--- config.mk ---
export PLATFORM = sky130hd
export DESIGN_NAME = pipelined_floating_point_multiplier
export DESIGN_NICKNAME = d
export VERILOG_FILES = /design/src/rtl/pipelined_floating_point_multiplier.sv
export SDC_FILE = /design/constraint.sdc
export NUM_CORES = 2
export LEC_CHECK = 0
export ABC_AREA = 1
export CAP_MARGIN = 20
export CORE_MARGIN = 2
export CORE_UTILIZATION = 50
export DETAILED_ROUTE_END_ITERATION = 6
export GPL_ROUTABILITY_DRIVEN = 0
export PLACE_DENSITY = 0.77
export SLEW_MARGIN = 10
export SYNTH_ARGS = -nofsm -noshare
export SYNTH_HDL_FRONTEND = slang
export SYNTH_SLANG_ARGS = --single-unit
--- constraint.sdc ---
create_clock -name clk -period 15 [get_ports clk]
set_input_delay 4.5 -clock clk [delete_from_list [all_inputs] [get_ports clk]]
set_output_delay 4.5 -clock clk [all_outputs]
set_load 0.02 [all_outputs]
--- src/rtl/pipelined_floating_point_multiplier.sv ---
// Three-stage IEEE-754-style multiplier with valid/ready on both sides and per-result exception flags.
// Define FP_MUL_STICKY_FLAGS_EN to add the flags_clear input and the sticky_flags accumulator output.
module pipelined_floating_point_multiplier #(
  parameter int EXPONENT_WIDTH   = 8,
  parameter int MANTISSA_WIDTH   = 23,
  parameter int ROUND_TO_NEAREST = 1
) (
  input  logic                                   clk,
  input  logic                                   rst_n,
  input  logic                                   in_valid,
  output logic                                   in_ready,
  input  logic [EXPONENT_WIDTH+MANTISSA_WIDTH:0] a,
  input  logic [EXPONENT_WIDTH+MANTISSA_WIDTH:0] b,
  output logic                                   out_valid,
  input  logic                                   out_ready,
  output logic [EXPONENT_WIDTH+MANTISSA_WIDTH:0] out,
  output logic                                   underflow_flag,
  output logic                                   overflow_flag,
  output logic                                   invalid_operation_flag
`ifdef FP_MUL_STICKY_FLAGS_EN
  ,
  input  logic                                   flags_clear,
  output logic [2:0]                             sticky_flags
`endif
);
  localparam int E  = EXPONENT_WIDTH;
  localparam int M  = MANTISSA_WIDTH;
  localparam int W  = E + M + 1;
  localparam int P  = 2 * (M + 1);
  localparam int XW = E + 2;
  localparam logic [XW-1:0] BIAS_X  = XW'((1 << (E - 1)) - 1);
  localparam logic [XW-2:0] EXP_MAX = {1'b0, {E{1'b1}}};
  localparam logic [M-1:0]  QNAN_M  = (E == 4 && M == 3) ? {M{1'b1}} : (M'(1) << (M - 1));

  typedef enum logic [1:0] {SPC_NONE, SPC_NAN, SPC_INF, SPC_ZERO} spc_e;

  logic stall, adv;
  assign stall    = out_valid_q & ~out_ready;
  assign adv      = ~stall;
  assign in_ready = ~stall;

  // Stage 1: unpack and classify
  logic            v1_d, v1_q, sign1_d, sign1_q;
  logic [XW-1:0]   exp1_d, exp1_q;
  logic [M:0]      ma1_d, ma1_q, mb1_d, mb1_q;
  logic            az1_d, az1_q, ai1_d, ai1_q, asn1_d, asn1_q, aqn1_d, aqn1_q;
  logic            bz1_d, bz1_q, bi1_d, bi1_q, bsn1_d, bsn1_q, bqn1_d, bqn1_q;
  logic [E-1:0]    a_e, b_e;
  logic            a_nan, b_nan;

  always_comb begin
    a_e     = a[E+M-1:M];
    b_e     = b[E+M-1:M];
    a_nan   = (&a_e) & (|a[M-1:0]);
    b_nan   = (&b_e) & (|b[M-1:0]);
    v1_d    = in_valid;
    sign1_d = a[W-1] ^ b[W-1];
    exp1_d  = {2'b00, a_e} + {2'b00, b_e} - BIAS_X;
    ma1_d   = {1'b1, a[M-1:0]};
    mb1_d   = {1'b1, b[M-1:0]};
    az1_d   = (a_e == '0);
    bz1_d   = (b_e == '0);
    ai1_d   = (&a_e) & ~(|a[M-1:0]);
    bi1_d   = (&b_e) & ~(|b[M-1:0]);
    asn1_d  = a_nan & ~a[M-1];
    aqn1_d  = a_nan & a[M-1];
    bsn1_d  = b_nan & ~b[M-1];
    bqn1_d  = b_nan & b[M-1];
  end

  // Stage 2: mantissa product and special-case decision
  logic            v2_d, v2_q, sign2_d, sign2_q, inv2_d, inv2_q;
  logic [XW-1:0]   exp2_d, exp2_q;
  logic [P-1:0]    prod2_d, prod2_q;
  spc_e            spc2_d, spc2_q;

  always_comb begin
    v2_d    = v1_q;
    sign2_d = sign1_q;
    exp2_d  = exp1_q;
    prod2_d = P'(ma1_q) * P'(mb1_q);
    inv2_d  = 1'b0;
    spc2_d  = SPC_NONE;
    if (asn1_q | aqn1_q | bsn1_q | bqn1_q) begin
      spc2_d = SPC_NAN;
      inv2_d = asn1_q | bsn1_q | (aqn1_q ^ bqn1_q);
    end else if ((az1_q & bi1_q) | (ai1_q & bz1_q)) begin
      spc2_d = SPC_NAN;
      inv2_d = 1'b1;
    end else if (ai1_q | bi1_q) begin
      spc2_d = SPC_INF;
    end else if (az1_q | bz1_q) begin
      spc2_d = SPC_ZERO;
    end
  end

  // Stage 3: normalise, round, pack
  logic            out_valid_d, out_valid_q, uf3_d, uf3_q, of3_d, of3_q, inv3_d, inv3_q;
  logic [W-1:0]    out_d, out_q;
  logic            msb, guard, sticky, round_up, carry;
  logic [M-1:0]    frac;
  logic [M:0]      frac_rnd;
  logic [XW-1:0]   exp_n, exp_f;

  always_comb begin
    msb      = prod2_q[P-1];
    frac     = msb ? prod2_q[P-2 -: M] : prod2_q[P-3 -: M];
    guard    = msb ? prod2_q[M] : prod2_q[M-1];
    sticky   = msb ? (|prod2_q[M-1:0]) : (|prod2_q[M-2:0]);
    round_up = (ROUND_TO_NEAREST != 0) && guard && (sticky || frac[0]);
    frac_rnd = {1'b0, frac} + {{M{1'b0}}, round_up};
    carry    = frac_rnd[M];
    exp_n    = exp2_q + {{(XW-1){1'b0}}, msb};
    exp_f    = exp_n + {{(XW-1){1'b0}}, carry};
    out_valid_d = v2_q;
    out_d    = '0;
    uf3_d    = 1'b0;
    of3_d    = 1'b0;
    inv3_d   = 1'b0;
    if (v2_q) begin
      case (spc2_q)
        SPC_NAN: begin
          out_d  = {1'b1, {E{1'b1}}, QNAN_M};
          inv3_d = inv2_q;
        end
        SPC_INF:  out_d = {sign2_q, {E{1'b1}}, {M{1'b0}}};
        SPC_ZERO: out_d = {sign2_q, {(W-1){1'b0}}};
        default: begin
          if (exp_n[XW-1] || exp_n == '0) begin
            out_d = {sign2_q, {(W-1){1'b0}}};
            uf3_d = 1'b1;
          end else if (!exp_f[XW-1] && exp_f[XW-2:0] >= EXP_MAX) begin
            out_d = {sign2_q, {E{1'b1}}, {M{1'b0}}};
            of3_d = 1'b1;
          end else begin
            out_d = {sign2_q, exp_f[E-1:0], frac_rnd[M-1:0]};
          end
        end
      endcase
    end
  end

  always_ff @(posedge clk or negedge rst_n) begin
    if (!rst_n) begin
      v1_q <= 1'b0; sign1_q <= 1'b0; exp1_q <= '0; ma1_q <= '0; mb1_q <= '0;
      az1_q <= 1'b0; ai1_q <= 1'b0; asn1_q <= 1'b0; aqn1_q <= 1'b0;
      bz1_q <= 1'b0; bi1_q <= 1'b0; bsn1_q <= 1'b0; bqn1_q <= 1'b0;
      v2_q <= 1'b0; sign2_q <= 1'b0; inv2_q <= 1'b0; exp2_q <= '0; prod2_q <= '0; spc2_q <= SPC_NONE;
      out_valid_q <= 1'b0; out_q <= '0; uf3_q <= 1'b0; of3_q <= 1'b0; inv3_q <= 1'b0;
    end else if (adv) begin
      v1_q <= v1_d; sign1_q <= sign1_d; exp1_q <= exp1_d; ma1_q <= ma1_d; mb1_q <= mb1_d;
      az1_q <= az1_d; ai1_q <= ai1_d; asn1_q <= asn1_d; aqn1_q <= aqn1_d;
      bz1_q <= bz1_d; bi1_q <= bi1_d; bsn1_q <= bsn1_d; bqn1_q <= bqn1_d;
      v2_q <= v2_d; sign2_q <= sign2_d; inv2_q <= inv2_d; exp2_q <= exp2_d; prod2_q <= prod2_d; spc2_q <= spc2_d;
      out_valid_q <= out_valid_d; out_q <= out_d; uf3_q <= uf3_d; of3_q <= of3_d; inv3_q <= inv3_d;
    end
  end

  assign out_valid              = out_valid_q;
  assign out                    = out_q;
  assign underflow_flag         = uf3_q;
  assign overflow_flag          = of3_q;
  assign invalid_operation_flag = inv3_q;

`ifdef FP_MUL_STICKY_FLAGS_EN
  // A flag arriving in the same cycle as a clear survives the clear
  logic [2:0] sticky_d, sticky_q;

  always_comb begin
    sticky_d = flags_clear ? 3'b000 : sticky_q;
    if (out_valid_q && out_ready)
      sticky_d = sticky_d | {inv3_q, of3_q, uf3_q};
  end

  always_ff @(posedge clk or negedge rst_n) begin
    if (!rst_n) sticky_q <= 3'b000;
    else        sticky_q <= sticky_d;
  end

  assign sticky_flags = sticky_q;
`endif
endmodule

==> results.ini <==
[run_status]
status = complete, no violations

[floorplanning]
fp.dieArea_mm2 = 0.0586
rows = 87
fp.coreArea_mm2 = 0.0562
die_h_um = 242
pin_count = 105
die_w_um = 242
start_util_pct = 50.5

[clock_tree]
cts.sinks = 166
cts_buffers = 17
cts_buffer_depth = 2
clk_pin_slew_worst_paths_ns = 0.06
ctsResizeCount = 0
clk_latency_ns = 0.45
post_cts.repair.setup_buffers = 0
cts_tree = yes
cts_root_buf = clkbuf_16
cts_max_level = 4
cts-hold-fix-buffers = 0

[routing]
via_count = 23300
ant_nets = 0
wl_um = 71000
drt_iter0_markers = 1977
avgViaCountPerCell = 5.16
wire_per_inst_um = 15.7
drt_pass1_iterations = 6
drc_errors = 0

[synth]
synth.avg_cell_area_um2 = 7.50
synth_most_common_cell = nand2_1
synthFlopType = dfrtp_1
synthTopCellsByArea = fa_1, dfrtp_1, nand2_1
synth_top_area_share_pct = 34.1
async_flop_share_pct = 100
syn_area_mm2 = 0.0283
ys_ff_latch = 166
synthTopCellsByCount = nand2_1, inv_1, fa_1
synth.yosys.seq_area_share_pct = 14.7
ys_warn_count = 0
synth_edf_count = 0
syn-instance-count = 3780
synth_area_leader_cell = fa_1
synth_fp_nets = 4527
yosys.cell_types.count = 44

[finish]
final_net_count = 4504
area_growth_pct = 7.88
drive_above_1_share_pct = 2.86
n_antenna_cell = 0

[grt]
antenna_found_initial = 1
grt_max_degree = 98
grt_pass1_vias = 24500
grt_pass1_wl_um = 122000
grt.overflow.total = 0
grt_usage_pct = 25.5

[timing]
tightestPinTransition_ns = 1.13
hold_viol = 0
fin_crit_sh_pct = 71.8
slew_headroom_pct = 24.7
fin_skew_ns = 0.0129
setup_viol = 0
slew_viol_final = 0
setup_tns_ns = 0
fmax_ghz = 0.0928
rsz0062_at_grt = no
min_period_ns = 10.77

[setup_path]
cpMostUsedCell = clkdlybuf4s50_1
start_kind = input pin
cp_num_buf_inv = 3
crit_type = in -> out
reg2regPathDepth = 24
end_kind = output pin
required_ns = 10.50
crit_chain = clkdlybuf4s50_1, nor2_4, clkinv_2, clkdlybuf4s50_1
cp_num_cells = 4
arrival_ns = 6.27
critPathMaxStageDelay_ns = 0.72
cpLargestDelayFamily = buffers and inverters
rrSetupSlack_ns = 7.65
cp_max_fo = 33
slowest_stage = clkdlybuf4s50_1

[place]
place_hpwl_um = 56400
port-buffer-count = 104

[flow_run]
maxCapViolCount = 0

[worst_hold_path]
hp-class = reg -> reg
hold_depth = 2

-- cell families (layout without fill, tap and decap cells) --
group                      after synthesis  in the layout  synth area share, %
AOI/OAI and AO/OA                      292            292                 5.62
adders and majority gates              679            679                 42.8
and+or+nand+nor                       1406           1406                 19.9
xor gates and xnor gates                36             36                 1.11
buffers and inverters                 1201           1191                 16.0
DFF                                    166            166                 14.7
-- metrics by stage --
step / hold slack [ns] / area (um2) / cells / worst slack, ns / utilization, %
final: 0.479 / 30600 / 4526 / 4.23 / 54.5
after global routing: 0.497 / 30600 / 4526 / 4.16 / 54.5
after CTS: 0.483 / 30400 / 4520 / 4.24 / 54.2
after detailed placement: 0.464 / 29900 / 4488 / 4.25 / 53.2
after global placement: 0.466 / 29900 / 4488 / 4.27 / 53.2
after floorplan: 0.432 / 28300 / 3780 / 5.07 / -
-- layout make-up --
cell class,instances,area (um2)
clock buffers,23,478
repair buffers,140,1420
flip-flops and latches,166,4150
multi-input cells,2413,19700
inverters,1019,3830
fillers,5181,25600
well taps,756,946
clock inverters,9,91.3
-- state kept, by name, indices dropped and copies added, names as in the netlist, 2 cells and up --
register,cells
prod2_q,48
spc2_q,2
exp2_q,10
exp1_q,10
out,32
mb1_q,23
ma1_q,24
-- worst paths after layout --
path / startpoint / end
max: out_ready / in_ready
min: prod2_q[1]$_DFFE_PN0N_ / prod2_q[1]$_DFFE_PN0N_
max reg2reg: ma1_q[13]$_DFFE_PN0N_ / prod2_q[27]$_DFFE_PN0N_
min reg2reg: prod2_q[1]$_DFFE_PN0N_ / prod2_q[1]$_DFFE_PN0N_
max in group asynchronous: rst_n / ma1_q[0]$_DFFE_PN0N_
min in group asynchronous: rst_n / out[15]$_DFFE_PN0N_
-- worst min-delay path, cell delays in order, from the launching register on --
cell and delay (ns):
dfrtp_1 0.34, nand2_1 0.05, nand2_1 0.06
-- metal layers --
metal	track usage, %	share of wire, %	vias up	routed length [um]
met5	0	0.011	-	8
met3	5.20	9.3	105	6580
met1	35.1	42	11400	30100
met4	6.23	1.8	2	1290
met2	41.6	47	913	33000
li1	-	-	10900	-
-- cell usage in the layout (no fill, tap or decap), types with 61 or more instances in the layout --
cell | netlist | final
a21oi_1 | 61 | 61
clkdlybuf4s50_1 | 0 | 103
dfrtp_1 | 166 | 166
fa_1 | 483 | 483
ha_1 | 196 | 196
inv_1 | 1015 | 1014
nand2_1 | 1076 | 1076
nand3_1 | 87 | 87
nor2_1 | 147 | 146
o21ai_0 | 150 | 150
Power is not shown: default switching activity piles up to over one toggle a cycle in this logic, so the estimate is an artifact.
